===== src/rtl/cpu_ctrl_pkg.sv =====
// Shared control-path definitions for the CPU core: sequencer state encodings and defaults.
package cpu_ctrl_pkg;

    localparam logic [2:0] ST_HALTED_ENC = 3'd0;
    localparam logic [2:0] ST_RUN_ENC    = 3'd1;
    localparam logic [2:0] ST_STEP_ENC   = 3'd2;
    localparam logic [2:0] ST_DRAIN_ENC  = 3'd3;
    localparam logic [2:0] ST_DONE_ENC   = 3'd4;

    typedef enum logic [2:0] {
        ST_HALTED = ST_HALTED_ENC,
        ST_RUN    = ST_RUN_ENC,
        ST_STEP   = ST_STEP_ENC,
        ST_DRAIN  = ST_DRAIN_ENC,
        ST_DONE   = ST_DONE_ENC
    } pipe_state_e;

    localparam int unsigned DRAIN_CYCLES_DEF = 4;
    localparam int unsigned CNT_WIDTH_DEF    = 32;

endpackage


===== src/rtl/pipeline_ctrl.sv =====
// Pipeline sequencer: stage enables/flushes, debug run/step/halt, load-use bubbles, HALT drain.
// Optional active-cycle counter on o_cycle_cnt when PIPE_CTRL_CYCLE_CNT_EN is defined.
module pipeline_ctrl
    import cpu_ctrl_pkg::*;
#(
    parameter int unsigned DRAIN_CYCLES = DRAIN_CYCLES_DEF,
    parameter int unsigned CNT_WIDTH    = CNT_WIDTH_DEF
) (
    input  logic                 clk,
    input  logic                 i_rst_n,
    input  logic                 i_run,
    input  logic                 i_step,
    input  logic                 i_halt,
    input  logic                 i_halt_instr,
    input  logic                 i_load_use,
    input  logic                 i_branch_taken,
    output logic                 o_pc_en,
    output logic                 o_if_id_en,
    output logic                 o_id_ex_en,
    output logic                 o_ex_mem_en,
    output logic                 o_mem_wb_en,
    output logic                 o_if_id_flush,
    output logic                 o_id_ex_flush,
    output logic                 o_halted,
    output logic                 o_done,
    output logic                 o_step_done
`ifdef PIPE_CTRL_CYCLE_CNT_EN
    ,
    output logic [CNT_WIDTH-1:0] o_cycle_cnt
`endif
);

    localparam int unsigned     DCW        = $clog2(DRAIN_CYCLES + 1);
    localparam logic [DCW-1:0]  DRAIN_LOAD = DCW'(DRAIN_CYCLES - 1);

    if (DRAIN_CYCLES < 1 || CNT_WIDTH < 1) begin : g_bad_param
        $error("pipeline_ctrl: DRAIN_CYCLES and CNT_WIDTH must be >= 1");
    end

    pipe_state_e    state_q;
    pipe_state_e    state_nxt;
    logic [DCW-1:0] drain_cnt_q;
    logic [DCW-1:0] drain_cnt_nxt;
    logic           halt_instr_ok;

    always_ff @(posedge clk or negedge i_rst_n) begin
        if (!i_rst_n) begin
            state_q     <= ST_HALTED;
            drain_cnt_q <= '0;
            o_step_done <= 1'b0;
        end else begin
            state_q     <= state_nxt;
            drain_cnt_q <= drain_cnt_nxt;
            o_step_done <= (state_q == ST_STEP);
        end
    end

    // Next state plus zero-latency strobes from registered state and live hazard inputs.
    always_comb begin
        state_nxt     = state_q;
        drain_cnt_nxt = drain_cnt_q;
        o_pc_en       = 1'b0;
        o_if_id_en    = 1'b0;
        o_id_ex_en    = 1'b0;
        o_ex_mem_en   = 1'b0;
        o_mem_wb_en   = 1'b0;
        o_if_id_flush = 1'b0;
        o_id_ex_flush = 1'b0;
        o_halted      = (state_q == ST_HALTED) || (state_q == ST_DONE);
        o_done        = (state_q == ST_DONE);
        // A taken branch means the HALT in ID is on the wrong path.
        halt_instr_ok = i_halt_instr && !i_branch_taken;

        unique case (state_q)
            ST_HALTED: begin
                if (i_halt) begin
                    state_nxt = ST_HALTED;
                end else if (i_run) begin
                    state_nxt = ST_RUN;
                end else if (i_step) begin
                    state_nxt = ST_STEP;
                end
            end

            ST_RUN, ST_STEP: begin
                o_pc_en     = 1'b1;
                o_if_id_en  = 1'b1;
                o_id_ex_en  = 1'b1;
                o_ex_mem_en = 1'b1;
                o_mem_wb_en = 1'b1;
                if (i_branch_taken) begin
                    o_if_id_flush = 1'b1;
                    o_id_ex_flush = 1'b1;
                end else if (i_load_use || i_halt_instr) begin
                    // Hold PC and the instruction in ID; drain cycle 1 for a HALT.
                    o_pc_en       = 1'b0;
                    o_if_id_en    = 1'b0;
                    o_id_ex_flush = 1'b1;
                end

                if (i_halt) begin
                    state_nxt = ST_HALTED;
                end else if (halt_instr_ok) begin
                    drain_cnt_nxt = DRAIN_LOAD;
                    state_nxt     = (DRAIN_CYCLES == 1) ? ST_DONE : ST_DRAIN;
                end else if (state_q == ST_STEP) begin
                    state_nxt = ST_HALTED;
                end
            end

            ST_DRAIN: begin
                o_id_ex_en    = 1'b1;
                o_ex_mem_en   = 1'b1;
                o_mem_wb_en   = 1'b1;
                o_id_ex_flush = 1'b1;
                if (i_halt) begin
                    state_nxt = ST_HALTED;
                end else begin
                    drain_cnt_nxt = drain_cnt_q - DCW'(1);
                    if (drain_cnt_q <= DCW'(1)) begin
                        state_nxt = ST_DONE;
                    end
                end
            end

            ST_DONE: begin
                if (i_run) begin
                    state_nxt = ST_RUN;
                end
            end

            default: begin
                state_nxt = ST_HALTED;
            end
        endcase
    end

`ifdef PIPE_CTRL_CYCLE_CNT_EN
    // Counts cycles spent advancing the pipeline; restart from DONE clears it.
    always_ff @(posedge clk or negedge i_rst_n) begin
        if (!i_rst_n) begin
            o_cycle_cnt <= '0;
        end else if (state_q == ST_DONE && i_run) begin
            o_cycle_cnt <= '0;
        end else if (state_q == ST_RUN || state_q == ST_STEP || state_q == ST_DRAIN) begin
            o_cycle_cnt <= o_cycle_cnt + CNT_WIDTH'(1);
        end
    end
`endif

endmodule


===== config.mk =====
export PLATFORM = sky130hd
export DESIGN_NAME = pipeline_ctrl
export DESIGN_NICKNAME = d
export VERILOG_FILES = /design/src/rtl/cpu_ctrl_pkg.sv /design/src/rtl/pipeline_ctrl.sv
export SDC_FILE = /design/constraint.sdc
export NUM_CORES = 1
export LEC_CHECK = 0
export CAP_MARGIN = 20
export CORE_AREA = 2 2 39 41
export CTS_CLUSTER_DIAMETER = 50
export DETAILED_ROUTE_END_ITERATION = 7
export DIE_AREA = 0 0 41 43
export DONT_BUFFER_PORTS = 1
export GPL_TIMING_DRIVEN = 0
export SETUP_SLACK_MARGIN = 0.2
export SLEW_MARGIN = 20
export SYNTH_ARGS = -nofsm -noshare
export SYNTH_HDL_FRONTEND = slang
export SYNTH_SLANG_ARGS = --single-unit

===== constraint.sdc =====
create_clock -name clk -period 2.05 [get_ports clk]
set_input_delay 0.41 -clock clk [delete_from_list [all_inputs] [get_ports clk]]
set_output_delay 0.41 -clock clk [all_outputs]
set_load 0.005 [all_outputs]

* Word-level counts from Yosys, hierarchy flattened
Cells that the tools add are included. W data, S select, Z words.
Word-level totals: input bits 8, logic and storage cells 49, flip-flop bits (word level) 7, output and inout bits 10
Operators by class: eq/ne operators 11, add/subtract/negate cells 1, reduce and logical (&&, ||, !) cells 10, magnitude comparators 1, mux-type cells 23
Operators with widths (count):
- $mux W3 | 12
- $pmux W3 S4 | 1
- $mux W1 | 8
- $ne A2 B2 Y1 const B | 4
- $ne A4 B4 Y1 const B | 2
- $reduce_and A4 Y1 | 2
- $eq A3 B2 Y1 const B | 2
- $pmux W3 S2 | 1
- $eq A3 B1 Y1 const B | 1
- $eq A3 B3 Y1 const B | 1
- $le A3 B1 Y1 const B | 1
- $logic_not A3 Y1 | 1
- $ne A3 B3 Y1 const B | 1
- $reduce_or A3 Y1 | 1
- $sub A3 B1 Y3 const B | 1
- $logic_or A1 B1 Y1 | 2
- $pmux W1 S2 | 1
- $reduce_bool A2 Y1 | 1
- $reduce_or A2 Y1 | 1
- $logic_and A1 B1 Y1 | 1
- $logic_not A1 Y1 | 1

* Depth between registers and ports, before layout
word-level depth 5, mapped depth 5, gate-level depth less buffers 5

* Worst setup path after synthesis
No wires, ideal clock.
path kind reg2out, start point register state_q[0], end point output o_pc_en, arrival time 1.026 ns, data required time 1.640 ns, setup slack 0.614 ns, stages on the path, launching flop included 6, path through dfrtp_1 -> buf_4 -> xnor2_1 -> nor2_1 -> o21a_1 -> buf_4
On the way: longest elaborated chain between the ends 3
Ends and longest elaborated chain:
- from (decl) | line pipeline_ctrl.sv:40 | pipe_state_e state_q;
- from (signal assigned) | line pipeline_ctrl.sv:52 | state_q <= state_nxt;
- $eq A3 B2 Y1 / $eq A3 B1 Y1 (equally long branches)
- $reduce_or A2 Y1 (*)
- $mux W1 (*)
- to (decl) | line pipeline_ctrl.sv:17 | output logic o_pc_en,
Mark *: on every way between the ends. The rest lies on a longest branch, timed or not.

* Worst setup path after layout
Ends and elaborated chain as after synthesis.

==> flow_metrics.tcl <==
set metrics [dict create \
    syn2layout_area_growth_pct 15.75 \
    synthCells 59 \
    via_count 446 \
    cp_slowest_cell "dfrtp_1" \
    cp_top_family "flip-flops" \
    grt_use_total 0.1335 \
    fillCellCount 147 \
    dieArea_um2 1763 \
    maxCapViolCount 0 \
    nets 76 \
    drtPass1Iterations 4 \
    antenna_found_initial 0 \
    critPathMaxStageDelay_ps 410 \
    clk_pin_slew_ps 60 \
    chipWidth_um 41 \
    critical_path_class "flip-flop to output port" \
    path_depth 5 \
    numCtsBuffers 3 \
    skew_ps 9.080 \
    rows 14 \
    drtAntennaViolNets 0 \
    path_cells "buf_6 -> xnor2_2 -> nor2_1 -> o21a_1 -> buf_4" \
    finalMaxSlewViolations 0 \
    wl_per_cell_um 12.80 \
    synth_fp_nets 68 \
    crit_required_ps 1640 \
    cts_tree "built" \
    synth_cell_type_count 31 \
    max_slew.worst_pin.slew_ps 414.0 \
    antenna_cells 0 \
    synthFlopType "dfrtp_1" \
    seq_area_frac_synth 0.3341 \
    yosysMostFrequentCell "nor2_1" \
    total_power_mw 0.7963 \
    initial_utilization 0.3788 \
    startpoint_type "flip-flop" \
    finalWirelength_um 1050 \
    p_leak_nw 0.2711 \
    synth_top_area_share 0.3341 \
    synth_seq_cells 7 \
    rr_worst_depth 4 \
    core_um2 1384 \
    syn-cell-area_um2 524.3 \
    cts_max_path_buffers 2 \
    io_buffers 0 \
    synthArstFlopShare 1.000 \
    drive_above_1_share 0.2273 \
    clock_latency_ps 250 \
    max_freq_ghz 0.5518 \
    power.density_nw_per_um2 1312 \
    synth_top_area_cell "dfrtp_1" \
    drc 0 \
    synth-edff-count 0 \
    synthTopCellsByCount "nor2_1, dfrtp_1, buf_4" \
    synth_area_leaders "dfrtp_1, buf_4, nor2_1" \
    worstPathMaxFanout 8 \
    arrival_ps 1400 \
    syn_avg_cell_area_um2 8.886 \
    yosys_warnings 0 \
    grt_max_degree 11 \
    cts-root-buf "clkbuf_4" \
    grt_pass1_vias 400 \
    peakVddDrop_mv 0.4694 \
    htree_num_levels 1 \
    setup-violations-final 0 \
    hp-class "input pin to flip-flop" \
    clkSinkCount 7 \
    hold_depth 3 \
    crit_buf_inv 2 \
    viasPerCell 5.439 \
    status "finished, final reports clean" \
    ff2ff_setup_slack_ps 750 \
    slew-limit-headroom 0.7240 \
    place.gp.congestion 0.7372 \
    io_pins 18 \
    cp-end-kind "output port" \
    rsz0062_at_grt "yes" \
    post-route-period-util 0.8841 \
    grt_first_pass_wirelength_um 1580 \
    tns_ps 0 \
    first_iter_violations 10 \
    fin_crit_ps 1812 \
    finalHoldViolCount 0 \
    grt.overflow.total 0 \
    place_hpwl_um 763.2 \
    chipHeight_um 43 \
]
## worst min-delay path: stages
cell,delay (ps)
nor2b_4,20
nand3b_1,70
a31oi_1,80
## metal layers
metal / share of wire / up-vias / track usage
li1: - / 222 / -
met1: 0.44 / 214 / 0.1711
met2: 0.51 / 8 / 0.1938
met3: 0.043 / 2 / 0.04712
met4: 0.0076 / 0 / 0.06000
met5: 0 / - / 0
## placed cells by master (no fill, tap or decap)
cell type and instances:
xnor2_2 1, a211o_2 1, clkbuf_4 3, a2111oi_2 1
nand2b_1 1, nor2b_4 1, a22oi_1 1, nor2_1 8
o21ai_0 3, buf_1 1, a31o_1 1, and2b_1 1
nand2_1 2, ha_1 1, a21oi_1 3, o32ai_1 1
a21o_1 1, nor3b_1 2, and2_1 2, or2b_1 1
nand3b_1 3, dfrtp_1 7, nor3_1 1, o21a_1 3
buf_4 5, a31oi_1 1, buf_6 2, and4bb_2 1
nand3_1 1, clkbuf_1 1, o21ai_1 1, a22o_1 1
dlygate4sd3_1 1, inv_1 2
## sequential cells by signal, summed over array words and instances, names as in the netlist
name / flops
drain_cnt_q: 3
o_step_done: 1
state_q: 3
## metrics by stage
step                cells  cell area [um2]  setup WS (ps)  hold WS [ps]  utilization
detailed placement     75            544.3          520.1         114.5       0.3933
global placement       75            544.3          524.8         114.5       0.3933
global route           82            606.8          139.6         361.2       0.4385
finish                 82            606.8          237.7         364.4       0.4385
CTS                    80            580.6          232.8         357.8       0.4195
floorplan              59            524.3          614.3         114.4            -
## final cells by class
class | instances | area, um2 | share of cell area
sequential | 7 | 175.2 | 0.2887
buffer | 6 | 48.80 | 0.08041
inverter | 2 | 7.507 | 0.01237
tap | 16 | 20.02 | 0.03299
timing repair buffer | 3 | 25.02 | 0.04124
clock buffer | 4 | 26.28 | 0.04330
multi-input combinational | 44 | 304.0 | 0.5010
## cells by family after synthesis
group / count (synthesis) / share of synthesized area
simple gates: 24 / 0.2768
compound gates: 18 / 0.2482
buf+inv: 8 / 0.1002
flops: 7 / 0.3341
xor+xnor: 1 / 0.01671
fa+ha+maj: 1 / 0.02386
## power breakdown
part	internal [mW]	total [mW]	leakage (nW)	switching [mW]
clock	0.0743	0.125	0.0150	0.0509
combinational	0.230	0.449	0.169	0.219
sequential	0.190	0.222	0.0870	0.0322
total	0.494	0.796	0.271	0.302
## timing repair
action                     in CTS  in global routing
gates resized for setup         0                  2
hold endpoints to repair        7                  0
setup endpoints to repair       0                  3
hold buffers                    1                  0
setup buffers                   0                  2
## worst paths after layout
check,startpoint,end
worst max-delay path,state_q[0],o_pc_en
worst min-delay path,i_branch_taken,state_q[0]
worst max register to register,state_q[2],state_q[2]
worst min register to register,drain_cnt_q[2],drain_cnt_q[2]
max in group asynchronous,i_rst_n,state_q[1]
min in group asynchronous,i_rst_n,drain_cnt_q[1]
No activity file was read; power rests on OpenSTA's default activity.
